<file path="config.mk">
export PLATFORM = sky130hd
export DESIGN_NAME = bin_to_ascii_seq_flat
export DESIGN_NICKNAME = d
export VERILOG_FILES = /design/src/rtl/bin_to_ascii_seq_if.sv /design/src/rtl/bin_to_ascii_seq.sv /design/src/flat_wrapper.sv
export SDC_FILE = /design/constraint.sdc
export NUM_CORES = 1
export LEC_CHECK = 0
export BUFFER_PORTS_ARGS = -buffer_cell sky130_fd_sc_hd__buf_4
export CELL_PAD_IN_SITES_DETAIL_PLACEMENT = 1
export CELL_PAD_IN_SITES_GLOBAL_PLACEMENT = 1
export CORE_ASPECT_RATIO = 1.5
export CORE_UTILIZATION = 47
export CTS_CLUSTER_DIAMETER = 30
export CTS_CLUSTER_SIZE = 40
export DETAILED_ROUTE_END_ITERATION = 16
export PLACE_DENSITY_LB_ADDON = 0.1
export SLEW_MARGIN = 20
export SYNTH_ARGS = -nofsm -noshare
export SYNTH_HDL_FRONTEND = slang
export SYNTH_SLANG_ARGS = --single-unit
</file>
<file path="constraint.sdc">
create_clock -name clk -period 4.55 [get_ports clk]
set_clock_uncertainty 0.1 [all_clocks]
set_input_delay 0.6825 -clock clk [delete_from_list [all_inputs] [get_ports clk]]
set_output_delay 0.6825 -clock clk [all_outputs]
set_load 0.02 [all_outputs]
</file>
<file path="src/rtl/bin_to_ascii_seq_if.sv">
// bin_to_ascii_seq_if: request/result handshake bundle for the binary-to-ASCII converter
interface bin_to_ascii_seq_if #(
  parameter int IN_WIDTH = 32,
  parameter int DIGITS = 10
);
  logic in_valid;
  logic in_ready;
  logic [IN_WIDTH-1:0] in_data;
  logic signed_mode;
  logic blank_zeros;
  logic out_valid;
  logic out_ready;
  logic [DIGITS*8-1:0] lcd_out;
  logic overflow;
  modport master (
    output in_valid, in_data, signed_mode, blank_zeros, out_ready,
    input in_ready, out_valid, lcd_out, overflow
  );
  modport slave (
    input in_valid, in_data, signed_mode, blank_zeros, out_ready,
    output in_ready, out_valid, lcd_out, overflow
  );
endinterface

</file>
<file path="src/rtl/bin_to_ascii_seq.sv">
// bin_to_ascii_seq: iterative double-dabble binary to decimal ASCII converter with sign, blanking and overflow
module bin_to_ascii_seq #(
  parameter int IN_WIDTH = 32,
  parameter int DIGITS = 10
) (
  input logic clk,
  input logic nRst,
  bin_to_ascii_seq_if.slave bus
);
  localparam int BW = DIGITS * 4;
  localparam int CW = $clog2(IN_WIDTH);
  typedef enum logic [1:0] {IDLE, SHIFT, FORMAT, DONE} state_t;
  state_t state;
  logic [IN_WIDTH-1:0] mag;
  logic [BW-1:0] bcd, bcd_adj;
  logic [CW-1:0] cnt;
  logic [DIGITS*8-1:0] lcd, fmt;
  logic carry, neg, sm, bz, rdy, vld, ovf, fmt_ovf;
  assign bus.in_ready = rdy;
  assign bus.out_valid = vld;
  assign bus.lcd_out = lcd;
  assign bus.overflow = ovf;
  always_comb begin
    bcd_adj = bcd;
    for (int i = 0; i < DIGITS; i++)
      bcd_adj[i*4+:4] = bcd[i*4+:4] >= 4'd5 ? bcd[i*4+:4] + 4'd3 : bcd[i*4+:4];
  end
  // The sign slot never breaks a run of leading zeros; the units digit is never blanked.
  always_comb begin
    logic lead;
    logic [3:0] nib;
    fmt = '0;
    lead = bz;
    nib = '0;
    fmt_ovf = carry | (sm & (|bcd[BW-1-:4]));
    for (int i = DIGITS - 1; i >= 0; i--) begin
      nib = bcd[i*4+:4];
      if (sm && i == DIGITS - 1)
        fmt[i*8+:8] = neg ? 8'h2D : 8'h20;
      else begin
        lead = lead && nib == 4'd0 && i != 0;
        fmt[i*8+:8] = lead ? 8'h20 : {4'h3, nib};
      end
    end
    if (fmt_ovf)
      fmt = {DIGITS{8'h5F}};
  end
  always_ff @(posedge clk or negedge nRst) begin
    if (!nRst) begin
      state <= IDLE;
      mag <= '0;
      bcd <= '0;
      cnt <= '0;
      carry <= 1'b0;
      neg <= 1'b0;
      sm <= 1'b0;
      bz <= 1'b0;
      rdy <= 1'b1;
      vld <= 1'b0;
      ovf <= 1'b0;
      lcd <= {DIGITS{8'h20}};
    end else begin
      case (state)
        IDLE: if (bus.in_valid) begin
          sm <= bus.signed_mode;
          bz <= bus.blank_zeros;
          neg <= bus.signed_mode & bus.in_data[IN_WIDTH-1];
          mag <= (bus.signed_mode & bus.in_data[IN_WIDTH-1]) ? -bus.in_data : bus.in_data;
          bcd <= '0;
          carry <= 1'b0;
          cnt <= CW'(IN_WIDTH - 1);
          rdy <= 1'b0;
          state <= SHIFT;
        end
        SHIFT: begin
          {bcd, mag} <= {bcd_adj[BW-2:0], mag, 1'b0};
          carry <= carry | bcd_adj[BW-1];
          cnt <= cnt - 1'b1;
          if (cnt == '0)
            state <= FORMAT;
        end
        FORMAT: begin
          lcd <= fmt;
          ovf <= fmt_ovf;
          vld <= 1'b1;
          state <= DONE;
        end
        DONE: if (bus.out_ready) begin
          vld <= 1'b0;
          rdy <= 1'b1;
          state <= IDLE;
        end
        default: state <= IDLE;
      endcase
    end
  end
endmodule

</file>
<file path="src/flat_wrapper.sv">
// flat-port wrapper written by rule: the top's interface ports become plain ports
module bin_to_ascii_seq_flat 
#(
  parameter int IN_WIDTH = 32,
  parameter int DIGITS = 10
)
  (clk, nRst, bus_in_valid, bus_in_data, bus_signed_mode, bus_blank_zeros, bus_out_ready, bus_in_ready, bus_out_valid, bus_lcd_out, bus_overflow);
  bin_to_ascii_seq_if #(.IN_WIDTH(IN_WIDTH), .DIGITS(DIGITS)) bus_i ();
  input logic clk;
  input logic nRst;
  input wire logic [$bits(bus_i.in_valid)-1:0] bus_in_valid;
  input wire logic [$bits(bus_i.in_data)-1:0] bus_in_data;
  input wire logic [$bits(bus_i.signed_mode)-1:0] bus_signed_mode;
  input wire logic [$bits(bus_i.blank_zeros)-1:0] bus_blank_zeros;
  input wire logic [$bits(bus_i.out_ready)-1:0] bus_out_ready;
  output wire logic [$bits(bus_i.in_ready)-1:0] bus_in_ready;
  output wire logic [$bits(bus_i.out_valid)-1:0] bus_out_valid;
  output wire logic [$bits(bus_i.lcd_out)-1:0] bus_lcd_out;
  output wire logic [$bits(bus_i.overflow)-1:0] bus_overflow;
  assign bus_i.in_valid = bus_in_valid;
  assign bus_i.in_data = bus_in_data;
  assign bus_i.signed_mode = bus_signed_mode;
  assign bus_i.blank_zeros = bus_blank_zeros;
  assign bus_i.out_ready = bus_out_ready;
  assign bus_in_ready = bus_i.in_ready;
  assign bus_out_valid = bus_i.out_valid;
  assign bus_lcd_out = bus_i.lcd_out;
  assign bus_overflow = bus_i.overflow;
  bin_to_ascii_seq #(.IN_WIDTH(IN_WIDTH), .DIGITS(DIGITS)) u_core (.clk(clk), .nRst(nRst), .bus(bus_i));
endmodule
</file>
==> metrics.cfg <==
[critical_path]
critPathMaxFanout=5
crit_buf_inv=1
crit_path_start=u_core.bcd[36]
worstPathCellList=inv_1, ha_1, nor3b_1, o2111a_1, nand4_1, or4b_4, nor4_1, a211oi_1
cp-start-kind=flip-flop
cp-endpoint=u_core.bus.lcd_out[9]
critPathTopFamily=simple AND/OR/NAND/NOR gates
ff2ff_path_depth=8
timing.rr.end=u_core.bus.lcd_out[9]
critPathSlowestCell=or4b_4
rr_startpoint=u_core.bcd[36]
arrival_ns=3.33
path_class=flip-flop to flip-flop
max_stage_delay_ns=0.58
worst_setup_path_end_kind=flip-flop
reg2reg_slack_ns=1.38
path_depth=8
crit_required_ns=4.71

[timing]
setup_viol=0
hold_ws_ns=0.163
rsz0062_at_grt=no
period_minus_slack_ns=3.17
tns_ns=0
max-slew-margin-rel_pct=34.9
drv_slew=0
fmax_mhz=315
tightest_slew_ns=0.976
post-route-period-util_pct=69.7
layout_setup_ws_ns=1.38
hold_viol=0

[synth]
netlist_area_mm2=0.00742
seq_area_frac_synth_pct=46.2
syn_avg_cell_area_um2=9.17
yosysUniqueCellTypes=60
synth.top_cell.area_share_pct=45.5
synth_seq_cells=137
async_flop_share_pct=100
synth_area_leaders=dfrtp_1, a21oi_1, ha_1
synth-warning-count=0
synth_edf_count=0
syn_inst=809
synth_ff_type=dfrtp_1
synth_top_cell_by_area=dfrtp_1

[clock_tree]
numCtsBuffers=17
cts-htree-levels=4
cts_sinks=137
cts_resized=0
holdBufCountCts=0
cts_setup_buffers=0
clk_latency_ns=0.42
clockBufferDepth=2
clk_pin_slew_worst_paths_ns=0.06
clockRootBuffer=clkbuf_16
cts_tree=built

[placement]
pre_cts_ws_ns=1.30
placed_area_mm2=0.00824
numPortBuffers=110
gp_congestion=0.793
post-dp-hpwl_mm=13.8
place_inst=1066

[status]
status=completed

[global_routing]
grt_pass1_wl_mm=33.2
grt_max_degree=82
antenna_found_initial=0
grtUsageTotal_pct=25.6
grt-ovfl-total=0
first_global_vias=6565

[detailed_routing]
drt_wl_total_mm=20.0
vias_per_cell=5.70
wl_per_cell_um=18.2
drc=0
dr.pass1.iters=6
vias=6254
ant_nets=0
drtIter0Drc=263

[die]
start_util_pct=48.6
design.portCount=121
die_h_um=156
num_rows=55
core_mm2=0.0153
fp.dieArea_mm2=0.0163
die_x_um=105

[power_and_ir_drop]
powerDensity_mw_per_mm2=707
p_leak_nw=3.88
vdd_ir_drop_max_mv=0.276

[cells_and_area]
nets=960
stdcell_count=1098
layout_commonest_cell=dfrtp_1
final_cell_mix=dfrtp_1, buf_4, nor2_1
stdcell_area_mm2=0.00890
drive_above_1_share_pct=18.8
diodes=0
area_growth_pct=20.0

[hold_path]
hold_path_class=input port to async pin

[flow_run]
cap_viol_max_count=0

==> routing by layer <==
metal	up-vias	GRT usage, %	share of wire (%)
met4	0	8.72	1.4
met3	24	3.80	3.5
met2	146	48.6	55
li1	2951	-	-
met1	3133	29.1	40
met5	-	0	0
==> sequential cells by signal (all words and copies together), names as in the netlist <==
name and cells:
u_core.carry 1, u_core.neg 1, u_core.bcd 40, u_core.mag 32
u_core.sm 1, u_core.bus.in_ready 1, u_core.bus.lcd_out 52, u_core.cnt 5
u_core.state 2, u_core.bus.out_valid 1, u_core.bz 1
==> worst min-delay path by stage <==
stage,end,slack (ns)
after floorplan,u_core.bcd[0],0.29
after global placement,u_core.bus.lcd_out[4],0.35
after detailed placement,u_core.bus.lcd_out[4],0.37
after CTS,u_core.bus.lcd_out[57],0.21
after global routing,u_core.bus.lcd_out[57],0.23
final,u_core.bus.lcd_out[57],0.16
==> area by class of cell <==
type / count / area, µm²
fillers: 1801 / 6370
multi-input cells: 581 / 3550
flip-flops and latches: 137 / 3430
repair buffers: 119 / 897
clock buffers: 22 / 474
well taps: 199 / 249
clock inverters: 10 / 190
inverters: 30 / 113
==> through the flow <==
stage / total power [mW] / util [%]
after floorplan: 3.80 / -
after global routing: 6.69 / 58.3
final: 6.30 / 58.3
after detailed placement: 4.75 / 53.9
after global placement: 4.61 / 53.9
after CTS: 6.34 / 58.3
==> power by group <==
part | leakage (nW) | switching, mW | internal [mW]
sequential | 1.68 | 0.298 | 1.68
combinational | 1.89 | 1.75 | 1.02
clock | 0.313 | 0.531 | 1.02
total | 3.88 | 2.58 | 3.72
==> synthesized netlist by cell type, types with 21 or more instances <==
cell      instances
xnor2_1          21
buf_4            29
clkbuf_1         37
ha_1             36
a21oi_1         107
nand2_1          47
o22ai_1          24
o21ai_0          62
nor2_1          113
inv_1            30
dfrtp_1         135
xor2_1           22
==> cells by family (layout without fill, tap and decap cells) <==
family,count (synthesis),in the layout,share of synthesized area [%]
AOI/OAI and AO/OA,251,251,20.2
buffers and inverters,100,181,6.54
xor gates and xnor gates,43,43,5.07
DFF,137,137,46.2
and+or+nand+nor,235,235,15.0
adders and majority gates,36,36,6.07
muxes,6,6,0.843
other,1,10,0.0505
No activity file was read; power rests on OpenSTA's default activity.
